==> src/rtl/pipo_pkg.sv <==
// Shared defaults and types for the pipo_async holding register.
package pipo_pkg;

   localparam int unsigned WIDTH_DEFAULT = 4;
   localparam logic [WIDTH_DEFAULT-1:0] RST_VAL_DEFAULT = '0;

   typedef logic [WIDTH_DEFAULT-1:0] word_t;

endpackage

==> src/rtl/pipo_cell.sv <==
// One bit of the holding register: enabled D flop with asynchronous active-high reset.
// The reset value arrives as an input so the top can fan out a per-bit constant.
module pipo_cell (
   input  logic clk,
   input  logic rst,
   input  logic d,
   input  logic e,
   input  logic rst_val,
   output logic q
);

   logic q_q;
   logic q_d;

   // Next state: capture d when enabled, otherwise hold.
   always_comb begin
      q_d = q_q;
      if (e) begin
         q_d = d;
      end
   end

   // State register; reset wins over any load on the same edge.
   always_ff @(posedge clk or posedge rst) begin
      if (rst) begin
         q_q <= rst_val;
      end else begin
         q_q <= q_d;
      end
   end

   assign q = q_q;

endmodule

==> src/rtl/pipo_async.sv <==
// Parallel-in/parallel-out holding register with load enable and async active-high reset.
// q_valid reports that at least one load happened since reset; load_p pulses for one cycle
// after a load that changed the stored word.
// Optional macro PIPO_TRANSPARENT_EN: q shows d combinationally while e is high.
module pipo_async
   import pipo_pkg::*;
#(
   parameter int unsigned      WIDTH   = WIDTH_DEFAULT,
   parameter logic [WIDTH-1:0] RST_VAL = WIDTH'(RST_VAL_DEFAULT)
) (
   input  logic             clk,
   input  logic             rst,
   input  logic [WIDTH-1:0] d,
   input  logic             e,
   output logic [WIDTH-1:0] q,
   output logic             q_valid,
   output logic             load_p
);

   logic [WIDTH-1:0] q_reg;
   logic             q_valid_q;
   logic             q_valid_d;
   logic             load_p_q;
   logic             load_p_d;

   for (genvar i = 0; i < WIDTH; i++) begin : g_cell
      pipo_cell u_cell (
         .clk     (clk),
         .rst     (rst),
         .d       (d[i]),
         .e       (e),
         .rst_val (RST_VAL[i]),
         .q       (q_reg[i])
      );
   end

   // Status next state: valid is sticky after any load; pulse only when the word changes.
   always_comb begin
      q_valid_d = q_valid_q;
      load_p_d  = 1'b0;
      if (e) begin
         q_valid_d = 1'b1;
         load_p_d  = (d != q_reg);
      end
   end

   // Status flops share the data path's async reset.
   always_ff @(posedge clk or posedge rst) begin
      if (rst) begin
         q_valid_q <= 1'b0;
         load_p_q  <= 1'b0;
      end else begin
         q_valid_q <= q_valid_d;
         load_p_q  <= load_p_d;
      end
   end

   // Output view: registered word, or a bypass of d while enabled when transparent.
   always_comb begin
      q = q_reg;
`ifdef PIPO_TRANSPARENT_EN
      if (rst) begin
         q = RST_VAL;
      end else if (e) begin
         q = d;
      end
`endif
   end

   assign q_valid = q_valid_q;
   assign load_p  = load_p_q;

endmodule

==> config.mk <==
export PLATFORM = sky130hd
export DESIGN_NAME = pipo_async
export DESIGN_NICKNAME = d
export VERILOG_FILES = /design/src/rtl/pipo_pkg.sv /design/src/rtl/pipo_cell.sv /design/src/rtl/pipo_async.sv
export SDC_FILE = /design/constraint.sdc
export NUM_CORES = 1
export LEC_CHECK = 0
export ABC_AREA = 1
export CAP_MARGIN = 20
export CELL_PAD_IN_SITES_DETAIL_PLACEMENT = 0
export CELL_PAD_IN_SITES_GLOBAL_PLACEMENT = 1
export CORE_AREA = 3 3 40 42
export DETAILED_ROUTE_END_ITERATION = 8
export DIE_AREA = 0 0 43 45
export PLACE_DENSITY_LB_ADDON = 0.1
export SLEW_MARGIN = 20
export SYNTH_ARGS = -nofsm -noshare
export SYNTH_HDL_FRONTEND = slang
export SYNTH_SLANG_ARGS = --single-unit
==> constraint.sdc <==
create_clock -name clk -period 2 [get_ports clk]
set_input_delay 0.3 -clock clk [delete_from_list [all_inputs] [get_ports clk]]
set_output_delay 0.3 -clock clk [all_outputs]
set_load 0.01 [all_outputs]
# Yosys cells after proc, flatten, opt, wreduce, memory -nomap -nowiden
# Index checks and enable logic that the tools add are counted.
# W data, S select, Z words.
[classes]
add_sub_neg = 0
n_mul = 0
div = 0
magnitude_cmp = 0
eq_ne = 1
n_shift = 0
mux = 1
bitwise = 0
reduce_logical = 0
[op_table]
columns = ["operator", "n"]
rows = [
  ["$ne A4 B4 Y1", 1],
  ["$mux W1", 1],
]
[word_totals]
register_bits = 6
latchBits = 0
ramBits = 0
romBits = 0
inputBits = 7
wordCells = 8
n_memories = 0

# Longest topological paths before layout
# Gate-level depths: netlist (run 1).
[depth]
ltp_word = 2
mapped_depth = 5
ltp_nobuf = 5

# Least setup slack after synthesis (run 1)
# Ideal clock, no wire load.
[synth_timing]
path_kind = "reg2out"
startpoint = "reg g_cell[0].u_cell.q_q"
endpoint = "out q[0]"
t_arrival_ns = 0.502
slack_ns = 1.198
stages_incl_launch_ff = 2
path_buffers = 1
path_cell_list = "dfrtp_1 buf_4"
[synth_lines]
columns = ["element", "line_no", "rtl"]
rows = [
  ["from (decl)", "pipo_cell.sv:12", "logic q_q;"],
  ["from (signal assigned)", "pipo_cell.sv:26", "q_q <= rst_val;"],
  ["from (signal assigned)", "pipo_cell.sv:28", "q_q <= q_d;"],
  ["to (decl)", "pipo_async.sv:15", "output logic [WIDTH-1:0] q,"],
]
# No word-level cell between the ends.

# Worst setup path in the final report (run 1)
[layout_timing]
startpoint = "reg g_cell[2].u_cell.q_q"
endpoint = "out q[2]"
[layout_lines]
columns = ["element", "line_no"]
rows = [
  ["from (decl)", "pipo_cell.sv:12"],
  ["from (signal assigned)", "pipo_cell.sv:26"],
  ["from (signal assigned)", "pipo_cell.sv:28"],
]
# No word-level cell between the ends.

==> qor.csv, run 1 <==
metric,value,unit
status,"complete, no violations",
clk_skew,0.00242,ns
area added between synthesis and finish,36.6,%
Sequential Power Share,44.5,%
"Avg Cell Area, Syn",7.28,µm²
vias in the first global route,254,
routability congestion estimate,0.650,
DR vias,274,
setup tns final,0,ns
Max Cap Viol,0,
average routed wire per standard cell,8.50,µm
PortBufs,12,
"Reg clk slew, reported paths",0.04,ns
TritonCTS clock tree,built,
power per cell area,684,nW/µm²
Global Route Usage Sum,7.63,%
syn nets,52,
"slowest stage delay, CP",0.55,ns
startpoint types,flop,
combinational group share of total power,20.7,%
initial antenna violation count,0,
initial core utilization,25.5,%
# nets final,64,
Detailed Routing Iterations Pass 1,2,
Post-CTS Repair Setup Buffers,0,
share of cells above drive strength 1,5.45,%
HP Class,in2async,
fillcell total,145,
leak pwr,0.235,nW
Max Clock Freq,0.694,GHz
clock latency on the worst-skew pair,0.24,ns
initial drt markers,4,
Yosys cell types,9,
first-pass GRT wire length,1040,µm
Critical Path Fanout Max,3,
Clock Power Share,34.7,%
Final WS setup,0.559,ns
highest metal used,met3,
CTS max path bufs,2,
Max Slew Vio Count,0,
chip height,45,µm
post-route ant nets,0,
DR WL met2,275,µm
n_diodes,0,
Tightest Pin Transition,0.304,ns
WL final,595,µm
row count,13,
cts repair resizes,0,
Post-CTS Hold Buffers,0,
die width,43,µm
CTS Buf Count,3,
internal power,0.000233,W
Max-slew headroom,79.7,%
Worst Path Arrival,1.14,ns
pre-CTS setup slack,0.702,ns
top cell type's share of synthesized area,45.8,%
endpoints failing setup,0,
grt total ovfl,0,
Top delay family on crit path,buffers and inverters,
slowest CP cell,clkdlybuf4s50_1,
"flops & latches, synth",6,
min Tclk post-route,1.44,ns
CP Cell Sequence,clkdlybuf4s50_1,
switching power total,0.0000734,W
post-synth top area cell,dfrtp_1,
VDD IR max,0.369,mV
largest net degree at the start of global routing,11,
Root Buffer,clkbuf_4,
RSZ-0062 raised after global routing,no,
# clock sinks,6,
die area,1940,µm²
"Period Utilization, post-route",72.1,%
Worst EP required,1.70,ns
Netlist Area Pre-Place,328,µm²
Post-Synthesis Cells,45,
Via density,3.91,
DP HPWL,474,µm
Fin. Hold Viols,0,
post-synthesis sequential area ratio,45.8,%
synth warn,0,
DRC Markers,0,
crit end category,output pin,
Ports,13,
htree depth,1,
met3 wire length,71,µm
WP buf/inv,1,
critical path type,reg2out,
max reg flops,4,
Switching Share,24.0,%
dominant cells by area after synthesis,"dfrtp_1 (46%), nand2_1 (18%), inv_1 (11%), buf_4 (9.2%), o21ai_0 (6.1%)",
final core utilization,34.9,%
routed metal-1 wirelength,248,µm
Core ar.,1280,µm²
[synthesized netlist by cell type]
cell type,n
a21oi_1,1
buf_4,4
buf_6,1
dfrtp_1,6
inv_1,10
nand2_1,16
nor2_1,2
o21ai_0,4
or2_1,1
[per-stage QoR]
step | hold slack (ns) | cell area (µm²) | power [W] | cells
finish | 0.282 | 448 | 0.000306 | 70
global route | 0.306 | 448 | 0.000333 | 70
CTS | 0.296 | 448 | 0.000314 | 70
detailed placement | 0.452 | 425 | 0.000203 | 67
global placement | 0.449 | 425 | 0.000201 | 67
floorplan | 0.0910 | 328 | 0.000178 | 45
[layout make-up]
| cell class | count | area (µm²) | share of cell area, % |
|---|---|---|---|
| sequential | 6 | 150 | 33.5 |
| timing repair buffer | 12 | 120 | 26.8 |
| multi-input combinational | 24 | 98.8 | 22.1 |
| inverter | 10 | 37.5 | 8.38 |
| clock buffer | 3 | 22.5 | 5.03 |
| tap | 15 | 18.8 | 4.19 |
[layout by cell type (no fill, tap or decap)]
cell / count
clkdlybuf4s50_1: 12
nand2_1: 16
nor2_1: 2
or2_1: 1
a21oi_1: 1
inv_1: 10
dfrtp_1: 6
clkbuf_4: 3
o21ai_0: 4
[path summary, 6_finish.rpt]
kind | startpoint | end | slack [ns] | depth (start not counted)
setup / recovery | g_cell[2].u_cell.q$_DFFE_PP0P_ | q[2] | 0.56 | 1
hold / removal | rst | load_p$_DFF_PP0_ | 0.28 | 2
setup reg to reg | g_cell[2].u_cell.q$_DFFE_PP0P_ | load_p$_DFF_PP0_ | 1.19 | 5
hold reg to reg | q_valid$_DFFE_PP0P_ | q_valid$_DFFE_PP0P_ | 0.46 | 1
max in group asynchronous | rst | g_cell[2].u_cell.q$_DFFE_PP0P_ | 1.53 | 2
min in group clk | q_valid$_DFFE_PP0P_ | q_valid$_DFFE_PP0P_ | 0.46 | 1
[routing by layer]
metal / up-vias / track usage [%]
li1: 146 / -
met5: - / 0
met3: 0 / 5.98
met4: 0 / 1.81
met1: 117 / 8.87
met2: 11 / 11.1
[logic make-up after synthesis]
| logic type | count (synthesis) | synth area share (%) |
|---|---|---|
| AND/OR/NAND/NOR | 19 | 22.5 |
| buffers and inverters | 15 | 24.0 |
| flip-flops | 6 | 45.8 |
| AO/OA/AOI/OAI | 5 | 7.63 |
[power groups by stage]
stage,Combinational [W],Clock (W),Sequential (W)
after detailed placement,0.0000645,0,0.000138
after floorplan,0.0000396,0,0.000138
after global placement,0.0000634,0,0.000138
after CTS,0.0000648,0.000113,0.000137
final,0.0000635,0.000106,0.000136
after global routing,0.0000702,0.000125,0.000138
No activity file was read; power rests on OpenSTA's default activity.
==> inputs of run 2 (changes only) <==
- CORE_AREA: 3 3 40 42 -> not set
- CORE_MARGIN: not set -> 3
- CORE_UTILIZATION: not set -> 24
- DIE_AREA: 0 0 43 45 -> not set
- clock period: 2 -> 1.2 ns (I/O delays scaled with it)
==> run 2 against run 1 <==
- non-clock buffer count did not move
- die area shrank 4.6%
- register-to-register slack lost 0.79 ns
- final area down 2.0%
- global-route usage up 0.065 points
- via count shrank 1.5%
==> qor.csv, run 2 (synthesis results as in run 1) <==
metric,value,unit
crit end category,output pin,
"commonest non-fill, non-tap cell in the layout",nand2_1,
Max-slew headroom,78.9,%
status,"complete, no violations",
area added between synthesis and finish,34.0,%
post-route ant nets,0,
Storage cell area,150,µm²
Worst Path Arrival,0.91,ns
"Reg clk slew, reported paths",0.04,ns
# nets final,64,
power per cell area,1130,nW/µm²
row count,12,
setup tns final,0,ns
PortBufs,12,
DR vias,270,
clk_skew,0.00256,ns
die width,43.0,µm
leak pwr,0.243,nW
share of cells above drive strength 1,5.45,%
Ports,13,
initial core utilization,27.6,%
Max Slew Vio Count,0,
Non-Filler Instances,69,
first-pass GRT wire length,1010,µm
Final WS setup,0.111,ns
placed cell count,66,
RSZ-0062 raised after global routing,no,
"Period Utilization, post-route",90.7,%
CP Cell Sequence,dlygate4sd2_1,
pre-CTS setup slack,0.0402,ns
n_diodes,0,
area of the multi-input gates,98.8,µm²
critical path type,reg2out,
DP HPWL,461,µm
CTS Buf Count,3,
die area,1850,µm²
WL final,575,µm
htree depth,1,
Core ar.,1190,µm²
"slowest stage delay, CP",0.38,ns
clock latency on the worst-skew pair,0.24,ns
# clock sinks,6,
Max Cap Viol,0,
Levels on crit path,1,
Via density,3.91,
startpoint types,flop,
slowest CP cell,dfrtp_1,
Worst EP required,1.02,ns
endpoints failing setup,0,
average routed wire per standard cell,8.33,µm
vias in the first global route,259,
Global Route Usage Sum,7.70,%
routability congestion estimate,0.659,
Critical Path Fanout Max,3,
Fin. Hold Viols,0,
WP buf/inv,1,
initial drt markers,7,
initial antenna violation count,0,
most frequent cells in the layout,"nand2_1 (16), inv_1 (10), dfrtp_1 (6), clkdlybuf4s50_1 (6), dlygate4sd2_1 (6)",
TritonCTS clock tree,built,
min Tclk post-route,1.09,ns
Root Buffer,clkbuf_4,
CTS max path bufs,2,
max reg flops,4,
VDD IR max,0.756,mV
grt total ovfl,0,
largest net degree at the start of global routing,11,
Worst Reg2Reg Path Length in Cells,5,
Detailed Routing Iterations Pass 1,3,
fillcell total,134,
Max Clock Freq,0.918,GHz
HP Class,in2async,
DRC Markers,0,
Top delay family on crit path,flip-flops,
chip height,43.0,µm
Tightest Pin Transition,0.316,ns
## run 2: layer usage
metal  vias up  share of wire, %  global-route usage (%)  routed length, µm
met5         -                 0                       0                  0
met4         0                 0                    1.81                  0
met3         0                12                    6.78                 69
met2        12                42                    11.1                244
met1       112                45                    8.46                261
li1        146                 -                       -                  -
## run 2: worst paths after layout
path / from / end / slack (ns)
max: g_cell[0].u_cell.q$_DFFE_PP0P_ / q[0] / 0.11
min: rst / load_p$_DFF_PP0_ / 0.15
max reg2reg: g_cell[2].u_cell.q$_DFFE_PP0P_ / load_p$_DFF_PP0_ / 0.40
min reg2reg: q_valid$_DFFE_PP0P_ / q_valid$_DFFE_PP0P_ / 0.46
max in group asynchronous: rst / q_valid$_DFFE_PP0P_ / 0.86
min in group clk: q_valid$_DFFE_PP0P_ / q_valid$_DFFE_PP0P_ / 0.46
## run 2: cell type report
type	instances	share of cell area, %
inverter	10	8.55
multi-input combinational	24	22.5
tap	14	3.99
timing repair buffer	12	25.6
sequential	6	34.2
clock buffer	3	5.13
## run 2: stage by stage
step,hold WS [ns],power (W),util (%),instance area (µm²)
global placement,0.416,0.000336,35.8,424
detailed placement,0.406,0.000338,35.8,424
finish,0.154,0.000496,37.0,439
global route,0.182,0.000539,37.0,439
floorplan,-0.0290,0.000296,-,328
CTS,0.159,0.000506,37.0,439
## run 2: repair_timing
item / CTS / global route
buffers inserted: 0 / 0
hold buffers: 0 / 0
gates resized for setup: 6 / 0
endpoints found under the setup margin: 6 / 0
## run 2: where the power goes
| group | leakage [nW] | switching [W] | internal (W) |
|---|---|---|---|
| registers | 0.0692 | 0.00000933 | 0.000218 |
| clock network | 0.0138 | 0.0000620 | 0.000112 |
| logic | 0.160 | 0.0000473 | 0.0000470 |
==> inputs of run 3 (changes only) <==
- CAP_MARGIN: 20 -> not set
- CTS_CLUSTER_SIZE: not set -> 30
==> results of run 3 <==
The final DEF is identical to that of run 2; final timing and power are the same.
